$ cat src/rtl/key_pkg.sv
// Shared constants for the key front end: clock rate, default timing, channel indices.
package key_pkg;
  localparam int unsigned KEY_CLK_HZ         = 25000000;
  localparam int unsigned KEY_DEBOUNCE_DEF   = KEY_CLK_HZ / 50;  // 20 ms
  localparam int unsigned KEY_REP_DELAY_DEF  = KEY_CLK_HZ / 2;   // 0.5 s
  localparam int unsigned KEY_REP_PERIOD_DEF = KEY_CLK_HZ / 10;  // 0.1 s

  localparam int unsigned KEY_IDX_UP    = 0;
  localparam int unsigned KEY_IDX_DOWN  = 1;
  localparam int unsigned KEY_IDX_LEFT  = 2;
  localparam int unsigned KEY_IDX_RIGHT = 3;

  function automatic int unsigned key_max(input int unsigned a, input int unsigned b);
    return (a > b) ? a : b;
  endfunction
endpackage

$ cat src/rtl/key_debounce_chan.sv
// One key channel: 2-flop synchroniser, restart-on-bounce debouncer, press/release pulses.
// Auto-repeat of press pulses on held keys is added when KEY_REPEAT_EN is defined.
module key_debounce_chan
  import key_pkg::*;
#(
  parameter int unsigned DEBOUNCE_CYCLES = KEY_DEBOUNCE_DEF,
  parameter bit          ACTIVE_LOW      = 1'b0,
  parameter int unsigned REPEAT_DELAY    = KEY_REP_DELAY_DEF,
  parameter int unsigned REPEAT_PERIOD   = KEY_REP_PERIOD_DEF
) (
  input  logic clk,
  input  logic rst,
  input  logic key_in,
  output logic level,
  output logic level_nxt,
  output logic press,
  output logic rel
);
  localparam int unsigned   CW      = $clog2(DEBOUNCE_CYCLES);
  localparam logic [CW-1:0] CNT_MAX = CW'(DEBOUNCE_CYCLES - 1);

  logic          s0_q, s0_d, s1_q, s1_d;
  logic [CW-1:0] cnt_q, cnt_d;
  logic          stable_q, stable_d;
  logic          press_q, press_d, rel_q, rel_d;
  logic          sample, acc_press, rep_pulse;

  assign sample = s1_q ^ ACTIVE_LOW;

  always_comb begin
    s0_d      = key_in;
    s1_d      = s0_q;
    cnt_d     = cnt_q;
    stable_d  = stable_q;
    acc_press = 1'b0;
    rel_d     = 1'b0;
    // Any sample agreeing with the stable level throws away the partial count.
    if (sample == stable_q) begin
      cnt_d = '0;
    end else if (cnt_q == CNT_MAX) begin
      stable_d  = sample;
      cnt_d     = '0;
      acc_press = sample;
      rel_d     = ~sample;
    end else begin
      cnt_d = cnt_q + 1'b1;
    end
  end

`ifdef KEY_REPEAT_EN
  localparam int unsigned   HW       = $clog2(key_max(REPEAT_DELAY, REPEAT_PERIOD) + 1);
  localparam logic [HW-1:0] HOLD_DLY = HW'(REPEAT_DELAY - 1);
  localparam logic [HW-1:0] HOLD_PER = HW'(REPEAT_PERIOD - 1);

  logic [HW-1:0] hold_q, hold_d;
  logic          rep_q, rep_d;

  // rep_q selects the shorter threshold once the first repeat has fired.
  always_comb begin
    hold_d    = hold_q;
    rep_d     = rep_q;
    rep_pulse = 1'b0;
    if (!stable_q || !stable_d) begin
      hold_d = '0;
      rep_d  = 1'b0;
    end else if (hold_q == (rep_q ? HOLD_PER : HOLD_DLY)) begin
      hold_d    = '0;
      rep_d     = 1'b1;
      rep_pulse = 1'b1;
    end else begin
      hold_d = hold_q + 1'b1;
    end
  end

  always_ff @(posedge clk or posedge rst) begin
    if (rst) begin
      hold_q <= '0;
      rep_q  <= 1'b0;
    end else begin
      hold_q <= hold_d;
      rep_q  <= rep_d;
    end
  end
`else
  assign rep_pulse = 1'b0;
`endif

  assign press_d = acc_press | rep_pulse;

  always_ff @(posedge clk or posedge rst) begin
    if (rst) begin
      s0_q     <= ACTIVE_LOW;
      s1_q     <= ACTIVE_LOW;
      cnt_q    <= '0;
      stable_q <= 1'b0;
      press_q  <= 1'b0;
      rel_q    <= 1'b0;
    end else begin
      s0_q     <= s0_d;
      s1_q     <= s1_d;
      cnt_q    <= cnt_d;
      stable_q <= stable_d;
      press_q  <= press_d;
      rel_q    <= rel_d;
    end
  end

  assign level     = stable_q;
  assign level_nxt = stable_d;
  assign press     = press_q;
  assign rel       = rel_q;
endmodule

$ cat src/rtl/key_debounce_array.sv
// N-channel debounced key front end; one pulse per accepted press/release.
// Define KEY_REPEAT_EN to enable auto-repeat press pulses while a key is held.
module key_debounce_array
  import key_pkg::*;
#(
  parameter int unsigned NUM_KEYS        = 4,
  parameter int unsigned DEBOUNCE_CYCLES = KEY_DEBOUNCE_DEF,
  parameter bit          ACTIVE_LOW      = 1'b0,
  parameter int unsigned REPEAT_DELAY    = KEY_REP_DELAY_DEF,
  parameter int unsigned REPEAT_PERIOD   = KEY_REP_PERIOD_DEF
) (
  input  logic                KEY_clk,
  input  logic                KEY_rst,
  input  logic [NUM_KEYS-1:0] KEY_in,
  output logic [NUM_KEYS-1:0] KEY_level,
  output logic [NUM_KEYS-1:0] KEY_press,
  output logic [NUM_KEYS-1:0] KEY_release,
  output logic                KEY_any
);
  logic [NUM_KEYS-1:0] level_nxt;
  logic                any_q, any_d;

  for (genvar i = 0; i < NUM_KEYS; i++) begin : g_chan
    key_debounce_chan #(
      .DEBOUNCE_CYCLES(DEBOUNCE_CYCLES),
      .ACTIVE_LOW     (ACTIVE_LOW),
      .REPEAT_DELAY   (REPEAT_DELAY),
      .REPEAT_PERIOD  (REPEAT_PERIOD)
    ) u_chan (
      .clk      (KEY_clk),
      .rst      (KEY_rst),
      .key_in   (KEY_in[i]),
      .level    (KEY_level[i]),
      .level_nxt(level_nxt[i]),
      .press    (KEY_press[i]),
      .rel      (KEY_release[i])
    );
  end

  // Built from next-state levels so KEY_any rises on the same edge as KEY_level.
  always_comb begin
    any_d = |level_nxt;
  end

  always_ff @(posedge KEY_clk or posedge KEY_rst) begin
    if (KEY_rst) any_q <= 1'b0;
    else         any_q <= any_d;
  end

  assign KEY_any = any_q;
endmodule

$ cat config.mk
export PLATFORM = sky130hd
export DESIGN_NAME = key_debounce_array
export DESIGN_NICKNAME = d
export VERILOG_FILES = /design/src/rtl/key_pkg.sv /design/src/rtl/key_debounce_chan.sv /design/src/rtl/key_debounce_array.sv
export SDC_FILE = /design/constraint.sdc
export NUM_CORES = 1
export LEC_CHECK = 0
export CELL_PAD_IN_SITES_DETAIL_PLACEMENT = 0
export CELL_PAD_IN_SITES_GLOBAL_PLACEMENT = 1
export CORE_ASPECT_RATIO = 1.25
export CORE_MARGIN = 8
export CORE_UTILIZATION = 41
export DETAILED_ROUTE_END_ITERATION = 10
export GPL_ROUTABILITY_DRIVEN = 0
export PLACE_DENSITY = 0.78
export SLEW_MARGIN = 0
export SYNTH_ARGS = -nofsm -noshare
export SYNTH_HDL_FRONTEND = slang
export SYNTH_SLANG_ARGS = --single-unit
$ cat constraint.sdc
create_clock -name KEY_clk -period 3.25 [get_ports KEY_clk]
set_clock_uncertainty 0.15 [all_clocks]
set_input_delay 0.8125 -clock KEY_clk [delete_from_list [all_inputs] [get_ports KEY_clk]]
set_output_delay 0.8125 -clock KEY_clk [all_outputs]
set_load 0.05 [all_outputs]
==> impl_metrics.py <==
metrics = {
    "status": {
        "status": "finished clean",
    },
    "logic_synthesis": {
        "synthArstFlopShare_pct": 100.0,
        "syn_area_sq_um": 4373,
        "synthCells": 423,
        "ys.flop_type": "dfrtp_1",
        "syn_area_per_cell_sq_um": 10.34,
        "ys_top_cells_by_area": "dfrtp_1, nor2_1, xnor2_1",
        "synth_seq_cells": 97,
        "synth-edff-count": 0,
        "synth_common_cells": "dfrtp_1, nor2_1, xnor2_1",
        "ys_seq_area_share_pct": 55.51,
        "yosysTopAreaCell": "dfrtp_1",
        "yosysMostFrequentCell": "dfrtp_1",
        "ys_types": 28,
        "synth_top_area_share_pct": 55.51,
        "synth_nets": 433,
        "ys_warn_count": 0,
    },
    "worst_setup_path": {
        "cp-end-kind": "flop",
        "cp-start-kind": "flop",
        "setup.worst_path.class": "flop to flop",
        "critPathArrivalTime_ns": 2.78,
        "worst_ep_required_time_ns": 3.32,
        "critical_path_peak_fanout": 5,
    },
    "floorplanning": {
        "num_rows": 42,
        "die_h_um": 131.5,
        "die_x_um": 108.4,
        "die_area_sq_um": 14250,
        "start_util_pct": 41.61,
        "io_pins": 19,
        "coreArea_sq_um": 10510,
    },
    "finish": {
        "diodes": 0,
        "nets": 445,
        "nFillCells": 996,
        "final_area_sq_um": 4918,
        "area_growth_pct": 12.48,
        "drive_gt1_share_pct": 5.455,
    },
    "timing": {
        "slew_viol_final": 0,
        "slew-limit-headroom_pct": 59.39,
        "max_freq_mhz": 369.1,
        "fin_tns_setup_ns": 0,
        "hold_violations": 0,
        "worstMarginPinSlew_ns": 0.6077,
        "min_period_over_period_pct": 83.37,
        "layout_min_cycle_time_ns": 2.710,
        "grt_setup_unrepaired": "false",
        "setup_viol": 0,
    },
    "clock_tree": {
        "cts_tree": "built",
        "insertion_delay_ns": 0.34,
        "numCtsBuffers": 9,
        "htreeDepth": 3,
        "cts_sinks": 97,
        "hold_buffers": 0,
        "cts-root-buf": "clkbuf_16",
        "clkTransAtPathRegs_ns": 0.07,
        "cts_resized": 0,
        "post_cts_buffers": 0,
        "cts_buffer_depth": 2,
    },
    "global_routing": {
        "grt_pass1_vias": 3026,
        "grt_use_total_pct": 11.96,
        "overflow": 0,
        "grt_first_pass_wirelength_um": 13850,
        "grt_max_degree": 65,
        "antenna_found_initial": 0,
    },
    "routing": {
        "via_count": 2907,
        "wl_per_cell_um": 13.51,
        "drt-initial-drc-count": 80,
        "viasPerCell": 5.082,
        "drcViolationCount": 0,
        "drt_wl_total_um": 7727,
        "drtPass1Iterations": 4,
        "antenna_left": 0,
    },
    "placed_design": {
        "io_buffers": 18,
        "place_hpwl_um": 5349,
        "place_area_sq_um": 4632,
    },
    "power": {
        "p_per_area_nw_per_um2": 472.6,
        "leakage_nw": 2.052,
        "peakVddDrop_v": 0.0002795,
    },
    "hold_path": {
        "min_path_type": "flop to flop",
    },
    "flow_run": {
        "drv_cap": 0,
    },
}
==> sequential cells by signal, summed over array words and instances, names as in the netlist <==
name and cells:
g_chan.u_chan.cnt_q 76, g_chan.u_chan.level 4, g_chan.u_chan.press 4, g_chan.u_chan.rel 4, g_chan.u_chan.s0_q 4, g_chan.u_chan.s1_q 4, KEY_any 1
==> power breakdown <==
part           switching, mW  total [mW]  internal [mW]
Sequential            0.0155        1.24           1.22
Clock                  0.483        1.02          0.534
Combinational         0.0470      0.0688         0.0218
==> metal layers <==
| layer | global-route usage [%] | vias up | share of wire [%] | wire, um |
|---|---|---|---|---|
| met5 | 0 | - | 0 | 0 |
| met4 | 6.178 | 0 | 2.6 | 198 |
| met3 | 2.935 | 11 | 3.1 | 237 |
| met2 | 19.07 | 44 | 48 | 3743 |
| met1 | 14.51 | 1418 | 46 | 3548 |
| li1 | - | 1434 | - | - |
==> path summary, 6_finish.rpt <==
path / from / endpoint / slack [ns] / cells past startpoint
worst max-delay path: g_chan[2].u_chan.cnt_q[0] / KEY_any / 0.54 / 6
min in group asynchronous: KEY_rst / g_chan[0].u_chan.cnt_q[16] / 0.76 / 3
max in group asynchronous: KEY_rst / g_chan[2].u_chan.cnt_q[14] / 1.84 / 3
worst max register to register: g_chan[2].u_chan.cnt_q[0] / KEY_any / 0.54 / 6
worst min register to register: g_chan[1].u_chan.s0_q / g_chan[1].u_chan.s1_q / 0.20 / 0
worst min-delay path: g_chan[1].u_chan.s0_q / g_chan[1].u_chan.s1_q / 0.20 / 0
==> cell families (layout without fill, tap and decap cells) <==
family	after synthesis	after routing	share of synthesized area, %
xor+xnor	72	72	14.42
fa+ha+maj	4	4	1.145
buf+inv	27	44	3.376
flops	97	97	55.51
mux	4	4	1.116
simple gates	219	219	24.44
==> stage by stage <==
| stage | power (mW) | std cells | setup WS (ns) | hold WS (ns) | utilization (%) |
|---|---|---|---|---|---|
| floorplan | 1.306 | 423 | 0.6528 | 0.1812 | - |
| detailed placement | 1.334 | 556 | 0.5353 | 0.1858 | 44.07 |
| global route | 2.416 | 572 | 0.4469 | 0.2041 | 46.80 |
| global placement | 1.332 | 556 | 0.5980 | 0.1846 | 44.07 |
| finish | 2.324 | 572 | 0.5404 | 0.1968 | 46.80 |
| CTS | 2.354 | 572 | 0.5278 | 0.2020 | 46.80 |
==> cell usage in the layout, fill, tap and decap left out, types with 2 or more instances in the layout <==
master,Yosys,routed
and4_1,5,5
nor4b_1,2,2
nand4b_1,2,2
nor2_1,92,92
and3_1,9,9
or4_1,3,3
mux2_2,2,2
nor3b_1,8,8
clkbuf_16,0,9
ha_1,4,4
nand3_1,26,26
clkinvlp_4,0,3
inv_6,0,3
nor4_1,8,8
dfrtp_1,97,97
nand4_1,17,17
nand2_1,30,30
clkdlybuf4s50_1,0,18
xnor2_1,37,37
xor2_1,35,35
nor3_1,12,12
inv_1,8,7
==> final cells by class <==
type | instances | area (sq um) | area share (%)
flip-flops and latches | 97 | 2427 | 49.35
multi-input cells | 299 | 1798 | 36.56
clock buffers | 9 | 225.2 | 4.579
repair buffers | 20 | 207.7 | 4.223
well taps | 132 | 165.2 | 3.358
clock inverters | 7 | 61.31 | 1.247
inverters | 8 | 33.78 | 0.6868
==> worst max-delay path, stage by stage (launching register included) <==
cell and delay [ns]:
dfrtp_1 0.39, ha_1 0.22, and4_4 0.26, nand4_1 0.13, or4_1 0.59, mux2_4 0.34, or4_4 0.52
No activity file was read; power rests on OpenSTA's default activity.
